### src/rtl/reg4_sequencer_pkg.sv
// reg4_sequencer shared types: op and MODO encodings, FSM states.
// Imported by the interface, the sequencer and the register model.
package reg4_pkg;

  localparam int MAX_SHIFT_DEF = 8;

  localparam logic [1:0] OP_SHIFT  = 2'b00;
  localparam logic [1:0] OP_ROTATE = 2'b01;
  localparam logic [1:0] OP_LOAD   = 2'b10;
  localparam logic [1:0] OP_NOP    = 2'b11;

  localparam logic [1:0] MODO_SHIFT = 2'b00;
  localparam logic [1:0] MODO_ROT   = 2'b01;
  localparam logic [1:0] MODO_LOAD  = 2'b10;
  localparam logic [1:0] MODO_HOLD  = 2'b11;

  typedef enum logic [2:0] {
    ST_IDLE,
    ST_LOAD,
    ST_SHIFT,
    ST_ROTATE,
    ST_SETTLE,
    ST_RESP
  } state_t;

endpackage

### src/rtl/reg4_sequencer_if.sv
// Command and response channels of reg4_sequencer.
// master: command producer / response consumer; slave: the sequencer.
interface reg4_sequencer_if
  import reg4_pkg::*;
#(
  parameter int MAX_SHIFT = MAX_SHIFT_DEF
);
  logic                 CMD_VALID;
  logic                 CMD_READY;
  logic [1:0]           CMD_OP;
  logic                 CMD_DIR;
  logic [3:0]           CMD_COUNT;
  logic [3:0]           CMD_DATA;
  logic [MAX_SHIFT-1:0] CMD_SDATA;
  logic                 RSP_VALID;
  logic                 RSP_READY;
  logic [MAX_SHIFT-1:0] RSP_DATA;
  logic [3:0]           RSP_Q;

  modport master (
    output CMD_VALID, CMD_OP, CMD_DIR,
    output CMD_COUNT, CMD_DATA, CMD_SDATA,
    input  CMD_READY,
    input  RSP_VALID, RSP_DATA, RSP_Q,
    output RSP_READY
  );

  modport slave (
    input  CMD_VALID, CMD_OP, CMD_DIR,
    input  CMD_COUNT, CMD_DATA, CMD_SDATA,
    output CMD_READY,
    output RSP_VALID, RSP_DATA, RSP_Q,
    input  RSP_READY
  );
endinterface

### src/rtl/reg4_sequencer.sv
// Command sequencer for register4: runs LOAD/SHIFT/ROTATE/NOP commands.
// Ports: CLK, RESET, bus (cmd/rsp), register drive ENB..S_IN, S_OUT, Q.
module reg4_sequencer
  import reg4_pkg::*;
#(
  parameter int MAX_SHIFT = MAX_SHIFT_DEF
)
(
  input  logic       CLK,
  input  logic       RESET,
  reg4_sequencer_if.slave bus,
  output logic       ENB,
  output logic [1:0] MODO,
  output logic       DIR,
  output logic [3:0] D,
  output logic       S_IN,
  input  logic       S_OUT,
  input  logic [3:0] Q
);
  localparam int IW =
    (MAX_SHIFT > 1) ? $clog2(MAX_SHIFT) : 1;
  localparam logic [3:0] NMAX = 4'(MAX_SHIFT);

  state_t               r_state;
  logic                 r_ready;
  logic                 r_valid;
  logic [MAX_SHIFT-1:0] r_rdata;
  logic [MAX_SHIFT-1:0] r_sdata;
  logic [3:0]           r_rq;
  logic [3:0]           r_cnt;
  logic [3:0]           r_idx;
  logic                 r_enb;
  logic [1:0]           r_modo;
  logic                 r_dir;
  logic [3:0]           r_d;
  logic                 r_sin;

  logic       w_is_load;
  logic       w_is_shift;
  logic       w_is_rot;
  logic [3:0] w_scnt;
  logic [3:0] w_nidx;
  logic       w_last;

  assign w_scnt = (bus.CMD_COUNT > NMAX)
                ? NMAX : bus.CMD_COUNT;
  assign w_is_load  = bus.CMD_OP == OP_LOAD;
  assign w_is_shift = (bus.CMD_OP == OP_SHIFT)
                   && (bus.CMD_COUNT != 4'd0);
  assign w_is_rot   = (bus.CMD_OP == OP_ROTATE)
                   && (bus.CMD_COUNT != 4'd0);
  assign w_nidx = r_idx + 4'd1;
  assign w_last = w_nidx == r_cnt;

  assign ENB  = r_enb;
  assign MODO = r_modo;
  assign DIR  = r_dir;
  assign D    = r_d;
  assign S_IN = r_sin;

  assign bus.CMD_READY = r_ready;
  assign bus.RSP_VALID = r_valid;
  assign bus.RSP_DATA  = r_rdata;
  assign bus.RSP_Q     = r_rq;

  always_ff @(posedge CLK) begin
    if (RESET) begin
      r_state <= ST_IDLE;
      r_ready <= 1'b1;
      r_valid <= 1'b0;
      r_rdata <= '0;
      r_sdata <= '0;
      r_rq    <= '0;
      r_cnt   <= '0;
      r_idx   <= '0;
      r_enb   <= 1'b0;
      r_modo  <= MODO_HOLD;
      r_dir   <= 1'b0;
      r_d     <= '0;
      r_sin   <= 1'b0;
    end else begin
      unique case (r_state)
        ST_IDLE: begin
          if (bus.CMD_VALID) begin
            r_ready <= 1'b0;
            r_rdata <= '0;
            r_idx   <= '0;
            r_sdata <= bus.CMD_SDATA;
            unique case (1'b1)
              w_is_load: begin
                r_state <= ST_LOAD;
                r_cnt   <= 4'd1;
                r_enb   <= 1'b1;
                r_modo  <= MODO_LOAD;
                r_d     <= bus.CMD_DATA;
              end
              w_is_shift: begin
                r_state <= ST_SHIFT;
                r_cnt   <= w_scnt;
                r_enb   <= 1'b1;
                r_modo  <= MODO_SHIFT;
                r_dir   <= bus.CMD_DIR;
                r_sin   <= bus.CMD_SDATA[0];
              end
              w_is_rot: begin
                r_state <= ST_ROTATE;
                r_cnt   <= bus.CMD_COUNT;
                r_enb   <= 1'b1;
                r_modo  <= MODO_ROT;
                r_dir   <= bus.CMD_DIR;
              end
              default: begin
                r_state <= ST_SETTLE;
                r_cnt   <= '0;
              end
            endcase
          end
        end
        ST_LOAD: begin
          r_state <= ST_SETTLE;
          r_enb   <= 1'b0;
          r_modo  <= MODO_HOLD;
          r_d     <= '0;
        end
        ST_SHIFT: begin
          // S_OUT of this cycle is the bit the register drops now.
          r_rdata[r_idx[IW-1:0]] <= S_OUT;
          if (w_last) begin
            r_state <= ST_SETTLE;
            r_enb   <= 1'b0;
            r_modo  <= MODO_HOLD;
            r_dir   <= 1'b0;
            r_sin   <= 1'b0;
          end else begin
            r_idx <= w_nidx;
            r_sin <= r_sdata[w_nidx[IW-1:0]];
          end
        end
        ST_ROTATE: begin
          if (w_last) begin
            r_state <= ST_SETTLE;
            r_enb   <= 1'b0;
            r_modo  <= MODO_HOLD;
            r_dir   <= 1'b0;
          end else begin
            r_idx <= w_nidx;
          end
        end
        ST_SETTLE: begin
          // Q reflects the last active edge by now.
          r_rq    <= Q;
          r_valid <= 1'b1;
          r_state <= ST_RESP;
        end
        ST_RESP: begin
          if (bus.RSP_READY) begin
            r_valid <= 1'b0;
            r_ready <= 1'b1;
            r_state <= ST_IDLE;
          end
        end
        default: begin
          r_state <= ST_IDLE;
          r_ready <= 1'b1;
          r_valid <= 1'b0;
        end
      endcase
    end
  end
endmodule

### src/flat_wrapper.sv
// flat-port wrapper written by rule: the top's interface ports become plain ports
module reg4_sequencer_flat import reg4_pkg::*;
#(
  parameter int MAX_SHIFT = MAX_SHIFT_DEF
)
  (CLK, RESET, ENB, MODO, DIR, D, S_IN, S_OUT, Q, bus_CMD_VALID, bus_CMD_OP, bus_CMD_DIR, bus_CMD_COUNT, bus_CMD_DATA, bus_CMD_SDATA, bus_CMD_READY, bus_RSP_VALID, bus_RSP_DATA, bus_RSP_Q, bus_RSP_READY);
  reg4_sequencer_if #(.MAX_SHIFT(MAX_SHIFT)) bus_i ();
  input  logic CLK;
  input  logic RESET;
  output logic ENB;
  output logic [1:0] MODO;
  output logic DIR;
  output logic [3:0] D;
  output logic S_IN;
  input  logic S_OUT;
  input  logic [3:0] Q;
  input wire logic [$bits(bus_i.CMD_VALID)-1:0] bus_CMD_VALID;
  input wire logic [$bits(bus_i.CMD_OP)-1:0] bus_CMD_OP;
  input wire logic [$bits(bus_i.CMD_DIR)-1:0] bus_CMD_DIR;
  input wire logic [$bits(bus_i.CMD_COUNT)-1:0] bus_CMD_COUNT;
  input wire logic [$bits(bus_i.CMD_DATA)-1:0] bus_CMD_DATA;
  input wire logic [$bits(bus_i.CMD_SDATA)-1:0] bus_CMD_SDATA;
  output wire logic [$bits(bus_i.CMD_READY)-1:0] bus_CMD_READY;
  output wire logic [$bits(bus_i.RSP_VALID)-1:0] bus_RSP_VALID;
  output wire logic [$bits(bus_i.RSP_DATA)-1:0] bus_RSP_DATA;
  output wire logic [$bits(bus_i.RSP_Q)-1:0] bus_RSP_Q;
  input wire logic [$bits(bus_i.RSP_READY)-1:0] bus_RSP_READY;
  assign bus_i.CMD_VALID = bus_CMD_VALID;
  assign bus_i.CMD_OP = bus_CMD_OP;
  assign bus_i.CMD_DIR = bus_CMD_DIR;
  assign bus_i.CMD_COUNT = bus_CMD_COUNT;
  assign bus_i.CMD_DATA = bus_CMD_DATA;
  assign bus_i.CMD_SDATA = bus_CMD_SDATA;
  assign bus_CMD_READY = bus_i.CMD_READY;
  assign bus_RSP_VALID = bus_i.RSP_VALID;
  assign bus_RSP_DATA = bus_i.RSP_DATA;
  assign bus_RSP_Q = bus_i.RSP_Q;
  assign bus_i.RSP_READY = bus_RSP_READY;
  reg4_sequencer #(.MAX_SHIFT(MAX_SHIFT)) u_core (.CLK(CLK), .RESET(RESET), .bus(bus_i), .ENB(ENB), .MODO(MODO), .DIR(DIR), .D(D), .S_IN(S_IN), .S_OUT(S_OUT), .Q(Q));
endmodule
### config.mk
export PLATFORM = sky130hd
export DESIGN_NAME = reg4_sequencer_flat
export DESIGN_NICKNAME = d
export VERILOG_FILES = /design/src/rtl/reg4_sequencer_pkg.sv /design/src/rtl/reg4_sequencer_if.sv /design/src/rtl/reg4_sequencer.sv /design/src/flat_wrapper.sv
export SDC_FILE = /design/constraint.sdc
export NUM_CORES = 1
export LEC_CHECK = 0
export BUFFER_PORTS_ARGS = -buffer_cell sky130_fd_sc_hd__buf_2
export CAP_MARGIN = 25
export CORE_MARGIN = 3
export CORE_UTILIZATION = 52
export CTS_CLUSTER_DIAMETER = 30
export DETAILED_ROUTE_END_ITERATION = 16
export GPL_TIMING_DRIVEN = 0
export HOLD_SLACK_MARGIN = 0.05
export PLACE_DENSITY = 0.78
export SKIP_CTS_REPAIR_TIMING = 1
export SLEW_MARGIN = 15
export SYNTH_ARGS = -nofsm -noshare
export SYNTH_HDL_FRONTEND = slang
export SYNTH_SLANG_ARGS = --single-unit
### constraint.sdc
create_clock -name CLK -period 2.5 [get_ports CLK]
set_input_delay 0.5 -clock CLK [delete_from_list [all_inputs] [get_ports CLK]]
set_output_delay 0.5 -clock CLK [all_outputs]
set_load 0.005 [all_outputs]
Word-level counts from Yosys, hierarchy flattened
Cells that the tools add are included.

Bits in registers: 42. Input port bits: 28. Output and inout port bits: 23. Word-level logic and storage cells: 103.

Add/subtract/negate cells: 1. $lt $le $gt $ge: 4. Equality and inequality tests: 17. Muxes and demuxes: 40. Bitwise gates (word level): 2. Reduce and logical (&&, ||, !) cells: 26.

Operators by type and width (number): 4-bit 2-to-1 mux (5); 4-bit one-hot mux with 2 select lines (2); 8-bit one-hot mux with 2 select lines (1); 3-bit one-hot mux with 5 select lines (1); 3-bit AND reduction (5); 1-bit 2-to-1 mux (13); 2-bit one-hot mux with 3 select lines (2); 4-bit one-hot mux with 3 select lines (1); 4-bit AND reduction (3); 2-bit != test, second input constant (5); 3-bit 2-to-1 mux (3); 1-bit one-hot mux with 3 select lines (3); 3-bit one-hot mux with 3 select lines (1); 8-bit bitwise mux (1); 3-bit by 4-bit less-than comparator with 1-bit output, second input constant (2); 8-bit 2-to-1 mux (1); 4-bit OR reduction (2); 3-bit by 2-bit equality test with 1-bit output, second input constant (2); 3-bit equality test, second input constant (2); 2-bit by 1-bit != test with 1-bit output, second input constant (3); 2-bit AND reduction (3); 2-bit nonzero test (3); 4-bit by 1-bit adder with 4-bit output, second input constant (1); 4-bit equality test (1); 18 further kinds (24).

Longest topological paths before layout
Gate-level depths: netlist of the first run.

Depth in word-level cells: 6. Mapped depth: 6. Depth with buffers taken out: 6.

Least setup slack after synthesis of the first run
Ideal clock, no wire load.

Kind: register -> register. Start: register u_core.r_idx[0]. End: register u_core.r_enb, in the netlist u_core.ENB. Library setup time: 0.086 ns. Arrival: 1.716 ns. Data required time: 2.414 ns. Setup slack: 0.698 ns. Cell stages (with the launch flop): 7. Path buffers: 0. Clock period less this slack: 1.802 ns. Path through: dfxtp_1 -> ha_1 -> xnor2_1 -> nand3_1 -> or2_4 -> o2bb2ai_2 -> a221oi_2.

Longest elaborated chain between the ends: 4.

Ends and longest elaborated chain: from (decl) (line reg4_sequencer.sv:31) `logic [3:0] r_idx;`; from (signal assigned) (line reg4_sequencer.sv:135) `r_idx <= w_nidx;`; from (signal assigned) (line reg4_sequencer.sv:146) `r_idx <= w_nidx;`; 4-bit by 1-bit adder with 4-bit output (line reg4_sequencer.sv:52) `assign w_nidx = r_idx + 4'd1;`; 4-bit equality test (line reg4_sequencer.sv:53) `assign w_last = w_nidx == r_cnt;`; 2-bit by 1-bit != test with 1-bit output (no line); 4-bit AND reduction (no line); to (signal assigned) (line reg4_sequencer.sv:76) `r_enb <= 1'b0;`; to (signal assigned) (line reg4_sequencer.sv:93) `r_enb <= 1'b1;`; to (signal assigned) (line reg4_sequencer.sv:100) `r_enb <= 1'b1;`; to (decl) (line reg4_sequencer.sv:32) `logic r_enb;`.

Every way passes these cells. A chain may end at the register's enable or synchronous reset.

Worst setup path after layout of the first run
Start: register u_core.r_idx[0]. End: register u_core.r_idx[1].

Longest elaborated chain between the ends: 4. Elaborated cells on any way between the ends: 6. Those cells by class: 1 x add/sub; 2 x eq/ne; 2 x mux; 1 x reduce/logical.

Ends and longest elaborated chain (line): 4-bit by 1-bit adder with 4-bit output (*) (reg4_sequencer.sv:52); 4-bit equality test (reg4_sequencer.sv:53); 2-bit != test (no line); 3-bit AND reduction (no line).

Every way passes the cells marked *; elsewhere a longest branch is shown, timed or not. The select of a mux whose other input is x is not followed.

==> impl_metrics.env, run 1 <==
export IMPL_start_kind="register"
export IMPL_insertion_delay_ns=0.29
export IMPL_dpl_cell_area_um2=2311
export IMPL_synth_edff_count=0
export IMPL_via_count=1911
export IMPL_cp_cell_sequence="ha_1 > xnor2_1 > nand3_1 > o21ai_2 > nor3b_1 > a41o_1"
export IMPL_synth_ff_type="dfxtp_1"
export IMPL_met1_usage_pct=29.94
export IMPL_wl_per_cell_um=14.03
export IMPL_power_leakage_nw=0.9975
export IMPL_clkTransAtPathRegs_ns=0.08
export IMPL_overflow=0
export IMPL_switching_share_pct=30.14
export IMPL_hold_slack_ns=0.4389
export IMPL_peakVddDrop_v=0.0004306
export IMPL_final_common_cell="buf_2"
export IMPL_place_congestion=0.8882
export IMPL_critPathMaxStageDelay_ns=0.53
export IMPL_grt_pass1_vias=1732
export IMPL_drt_pass1_iterations=4
export IMPL_use_met3_pct=4.926
export IMPL_power_frac_seq_pct=44.7
export IMPL_die_w_um=68.22
export IMPL_synth_nets=270
export IMPL_drt_iter0_drc=126
export IMPL_grt_max_degree=14
export IMPL_pwr_share_comb_pct=24.7
export IMPL_tightest_slew_ns=0.6979
export IMPL_setup_tns_ns=0
export IMPL_async_flop_share_pct=0
export IMPL_fin_ws_ns=0.3203
export IMPL_synth_area_um2=2013
export IMPL_path_delay_family="compound AO/OA/AOI/OAI gates"
export IMPL_hp_class="primary input to register"
export IMPL_htreeDepth=2
export IMPL_grt_pass1_wl_um=7907
export IMPL_cpMaxStageDelayCell="dfxtp_1"
export IMPL_fmax_mhz=458.8
export IMPL_syn_to_final_growth_pct=20.26
export IMPL_place_inst=335
export IMPL_cts_inserted_buffers=5
export IMPL_power_switching_mw=0.5225
export IMPL_antenna_found_initial=0
export IMPL_yosysUniqueCellTypes=44
export IMPL_rsz0062_at_grt="no"
export IMPL_dieArea_um2=4654
export IMPL_ys_seq_area_share_pct=41.77
export IMPL_crit_buf_inv=0
export IMPL_pwr_share_clk_pct=30.6
export IMPL_layout_common_cells="buf_2, dfxtp_1, a21oi_1"
export IMPL_end_kind="register"
export IMPL_port_buffers=48
export IMPL_power_density_nw_per_um2=715.9
export IMPL_num_antenna_cells=0
export IMPL_final_nets=325
export IMPL_initial_utilization_pct=57.18
export IMPL_drcViolationCount=0
export IMPL_hpwl_um=3568
export IMPL_status="completed"
export IMPL_postSynthCellCount=241
export IMPL_min_period_ns=2.180
export IMPL_core_region_area_um2=3521
export IMPL_cts_root_buf="clkbuf_8"
export IMPL_hold_viol_final=0
export IMPL_maxCapViolations=0
export IMPL_drt_wl_total_um=4812
export IMPL_use_met2_pct=37.55
export IMPL_slew_headroom_pct=53.12
export IMPL_final_cell_area_um2=2421
export IMPL_instances_no_fill=343
export IMPL_dp_slack_ns=0.3870
export IMPL_internal_power_mw=1.211
export IMPL_grt_usage_pct=22.62
export IMPL_critPathKind="register to register"
export IMPL_setup_viol=0
export IMPL_path_max_fanout=9
export IMPL_synth_avg_cell_area_um2=8.353
export IMPL_ys_warn_count=0
export IMPL_synth_seq_cells=42
export IMPL_busiest_layer="met2"
export IMPL_die_y_um=68.22
export IMPL_cts_max_path_buffers=2
export IMPL_cts_sinks=42
export IMPL_drv_slew=0
export IMPL_fin_worst_skew_ns=0.005268
export IMPL_crit_required_ns=2.68
export IMPL_drive_above_1_share_pct=24.24
export IMPL_timing_final_crit_share_pct=87.19
export IMPL_cts_tree="yes"
export IMPL_crit_arrival_ns=2.36
export IMPL_rows=21
export IMPL_io_pins=51
export IMPL_antenna_left=0
export IMPL_via_per_inst=5.571
[registers in the layout, summed over array words and instances, names as in the netlist, 2 cells and up]
signal / count
u_core.r_sdata: 8
u_core.r_cnt: 4
u_core.bus.RSP_DATA: 8
u_core.r_state: 3
u_core.MODO: 2
u_core.D: 4
u_core.bus.RSP_Q: 4
u_core.r_idx: 4
[Yosys cell counts (4+ instances only)]
master	instances	area share, %
nand2b_1	4	1.2
clkbuf_1	11	2.1
mux2i_1	6	3.0
nand2_1	33	6.2
a21oi_1	34	8.5
o211ai_1	4	1.5
nor3_1	5	1.2
dfxtp_1	42	42
mux2_2	4	2.2
nand3_1	14	3.5
buf_2	5	1.2
nor2_1	20	3.7
inv_1	5	0.93
nand4_1	6	1.9
nor2b_1	4	1.2
or3b_1	4	1.7
[worst paths after layout]
| kind | startpoint | endpoint | slack (ns) | depth (start not counted) |
|---|---|---|---|---|
| worst min-delay path | Q[0] | u_core.bus.RSP_Q[0] | 0.44 | 3 |
| worst max-delay path | u_core.r_idx[0] | u_core.r_idx[1] | 0.32 | 6 |
| worst min register to register | u_core.r_sdata[4] | u_core.r_sdata[4] | 0.45 | 2 |
| worst max register to register | u_core.r_idx[0] | u_core.r_idx[1] | 0.32 | 6 |
[area by class of cell]
| type | instances | area [µm²] |
|---|---|---|
| repair buffers | 48 | 240.2 |
| inverters | 6 | 22.52 |
| clock inverters | 2 | 37.54 |
| well taps | 46 | 57.56 |
| flip-flops and latches | 42 | 840.8 |
| multi-input cells | 177 | 1084 |
| clock buffers | 6 | 72.57 |
| plain buffers | 16 | 66.31 |
| fillers | 334 | 1100 |
[worst reg2reg max path: cells and delay by family, from the launching register on]
kind,cells,cell delay (ns)
fa+ha+maj,1,0.38
compound gates,2,0.67
flops,1,0.53
xor+xnor,1,0.22
simple gates,2,0.29
[power by group through the flow]
stage | Combinational, mW | Sequential, mW | Clock [mW]
after floorplan | 0.294 | 0.789 | 0
after global placement | 0.421 | 0.788 | 0
after detailed placement | 0.428 | 0.792 | 0
after CTS | 0.430 | 0.776 | 0.541
after global routing | 0.482 | 0.787 | 0.574
final | 0.428 | 0.775 | 0.530
[layer usage]
| layer | routed length, µm | vias up |
|---|---|---|
| li1 | - | 969 |
| met4 | 38 | 0 |
| met2 | 2312 | 57 |
| met5 | 0 | - |
| met3 | 299 | 5 |
| met1 | 2161 | 880 |
[cell families (layout without fill, tap and decap cells)]
kind of cell / Yosys count / count (layout) / share of synthesized area, %
xor+xnor: 6 / 6 / 3.294
buf+inv: 22 / 78 / 4.412
simple gates: 101 / 101 / 24.61
compound gates: 57 / 57 / 17.84
flops: 42 / 42 / 41.77
fa+ha+maj: 1 / 1 / 0.6214
mux: 12 / 12 / 7.458
[stage by stage]
| stage | util (%) | power [mW] |
|---|---|---|
| final | 68.76 | 1.733 |
| after global routing | 68.76 | 1.843 |
| after floorplan | - | 1.083 |
| after detailed placement | 65.64 | 1.219 |
| after CTS | 68.76 | 1.747 |
| after global placement | 65.64 | 1.209 |
Power figures use the tool's default switching activity.
==> run 2, diff against run 1 <==
--- a/config.mk
+++ b/config.mk
@@ -7,6 +7,7 @@
 export LEC_CHECK = 0
 export BUFFER_PORTS_ARGS = -buffer_cell sky130_fd_sc_hd__buf_2
 export CAP_MARGIN = 25
+export CORE_ASPECT_RATIO = 1.25
 export CORE_MARGIN = 3
 export CORE_UTILIZATION = 52
 export CTS_CLUSTER_DIAMETER = 30
==> impl_metrics.env, run 2 (synthesized netlist as in run 1, its figures left out) <==
export IMPL_cts_inserted_buffers=5
export IMPL_hold_slack_ns=0.4389
export IMPL_crit_required_ns=2.69
export IMPL_hold_start="Q[1]"
export IMPL_critPathMaxStageDelay_ns=0.49
export IMPL_cts_tree="yes"
export IMPL_hp_class="primary input to register"
export IMPL_pwr_share_clk_pct=31.2
export IMPL_initial_utilization_pct=55.87
export IMPL_drt_pass1_iterations=4
export IMPL_hold_viol_final=0
export IMPL_dieArea_um2=4659
export IMPL_reg2reg_depth=6
export IMPL_final_common_cell="buf_2"
export IMPL_cpMaxStageDelayCell="dfxtp_1"
export IMPL_final_cell_area_um2=2415
export IMPL_maxCapViolations=0
export IMPL_end_kind="register"
export IMPL_io_pins=51
export IMPL_pwr_share_comb_pct=24.5
export IMPL_dpl_cell_area_um2=2302
export IMPL_fmax_mhz=488.5
export IMPL_drv_slew=0
export IMPL_setup_tns_ns=0
export IMPL_cts_max_path_buffers=2
export IMPL_syn_to_final_growth_pct=19.95
export IMPL_wl_per_cell_um=14.29
export IMPL_rrSetupSlack_ns=0.45
export IMPL_tightest_slew_ns=0.7263
export IMPL_whs_path_depth=3
export IMPL_critPathKind="register to register"
export IMPL_rows=24
export IMPL_drt_iter0_drc=95
export IMPL_drt_wl_total_um=4787
export IMPL_cp_cell_sequence="ha_1 > xnor2_1 > nand3_1 > o21ai_2 > nor3b_1 > a41o_1"
export IMPL_fin_worst_skew_ns=0.003379
export IMPL_crit_arrival_ns=2.24
export IMPL_power_leakage_nw=1.003
export IMPL_hpwl_um=3568
export IMPL_grt_usage_pct=22.46
export IMPL_crit_start="u_core.r_idx[0]"
export IMPL_die_y_um=75.57
export IMPL_path_max_fanout=9
export IMPL_port_buffers=48
export IMPL_final_nets=325
export IMPL_htreeDepth=2
export IMPL_place_congestion=0.8872
export IMPL_power_frac_seq_pct=44.2
export IMPL_grt_pass1_vias=1735
export IMPL_layout_common_cells="buf_2, dfxtp_1, a21oi_1"
export IMPL_die_w_um=61.65
export IMPL_power_density_nw_per_um2=725.1
export IMPL_num_antenna_cells=0
export IMPL_reg2reg_to="u_core.r_idx[1]"
export IMPL_overflow=0
export IMPL_start_kind="register"
export IMPL_internal_power_mw=1.232
export IMPL_timing_rr_start="u_core.r_idx[0]"
export IMPL_switching_share_pct=29.62
export IMPL_crit_buf_inv=0
export IMPL_power_switching_mw=0.5186
export IMPL_status="completed"
export IMPL_core_region_area_um2=3603
export IMPL_insertion_delay_ns=0.29
export IMPL_setup_viol=0
export IMPL_holdPathEnd="u_core.bus.RSP_Q[1]"
export IMPL_via_per_inst=5.704
export IMPL_power_total_mw=1.751
export IMPL_via_count=1911
export IMPL_rsz0062_at_grt="no"
export IMPL_antenna_left=0
export IMPL_timing_final_crit_share_pct=81.89
export IMPL_drive_above_1_share_pct=24.32
export IMPL_grt_pass1_wl_um=7790
export IMPL_drcViolationCount=0
export IMPL_slew_headroom_pct=51.21
export IMPL_peakVddDrop_v=0.0004822
export IMPL_grt_max_degree=13
export IMPL_cts_root_buf="clkbuf_8"
export IMPL_clkTransAtPathRegs_ns=0.08
export IMPL_cp_depth=6
export IMPL_antenna_found_initial=0
export IMPL_min_period_ns=2.047
export IMPL_cts_sinks=42
export IMPL_path_delay_family="compound AO/OA/AOI/OAI gates"
-- run 2: changes by cell type in the layout (fill, tap and decap cells not counted) --
cell,before,now
clkbuf_1,12,11
clkbuf_8,5,6
clkinvlp_4,1,0
-- run 2: stage by stage --
stage	util, %	instances	setup slack [ns]
after floorplan	-	241	0.6976
after global placement	63.89	328	0.4827
after detailed placement	63.89	328	0.4560
after CTS	67.01	335	0.4411
after global routing	67.01	335	0.3156
final	67.01	335	0.4529
-- run 2: final cells by class --
type,count,area [µm²]
Fill cell,302,1189
Multi-Input combinational cell,177,1084
Sequential cell,42,840.8
Timing Repair Buffer,48,240.2
Clock buffer,6,82.58
Buffer,16,66.31
Tap cell,39,48.80
Clock inverter,1,30.03
Inverter,6,22.52
-- run 2: worst max-delay path by stage --
stage | endpoint | slack (ns)
global route | u_core.r_idx[2] | 0.32
floorplan | u_core.ENB | 0.70
finish | u_core.r_idx[1] | 0.45
detailed placement | u_core.r_idx[1] | 0.46
global placement | u_core.r_idx[1] | 0.48
CTS | u_core.r_idx[1] | 0.44
-- run 2: power groups by stage --
stage	Combinational, mW	Sequential (mW)	Clock [mW]
after floorplan	0.294	0.789	0
after global placement	0.421	0.788	0
after detailed placement	0.427	0.789	0
after CTS	0.429	0.774	0.559
after global routing	0.477	0.785	0.596
final	0.430	0.774	0.547
-- run 2: worst reg2reg max path: stages (launching register included) --
cell,delay (ns)
dfxtp_1,0.49
ha_1,0.37
xnor2_1,0.21
nand3_1,0.16
o21ai_2,0.40
nor3b_1,0.10
a41o_1,0.21
-- run 2: layer usage --
metal	part of all wire, %	global-route usage (%)	vias up
li1	-	-	965
met1	46	29.32	875
met2	47	35.27	65
met3	5.7	5.763	6
met4	1.3	8.726	0
met5	0	0	-
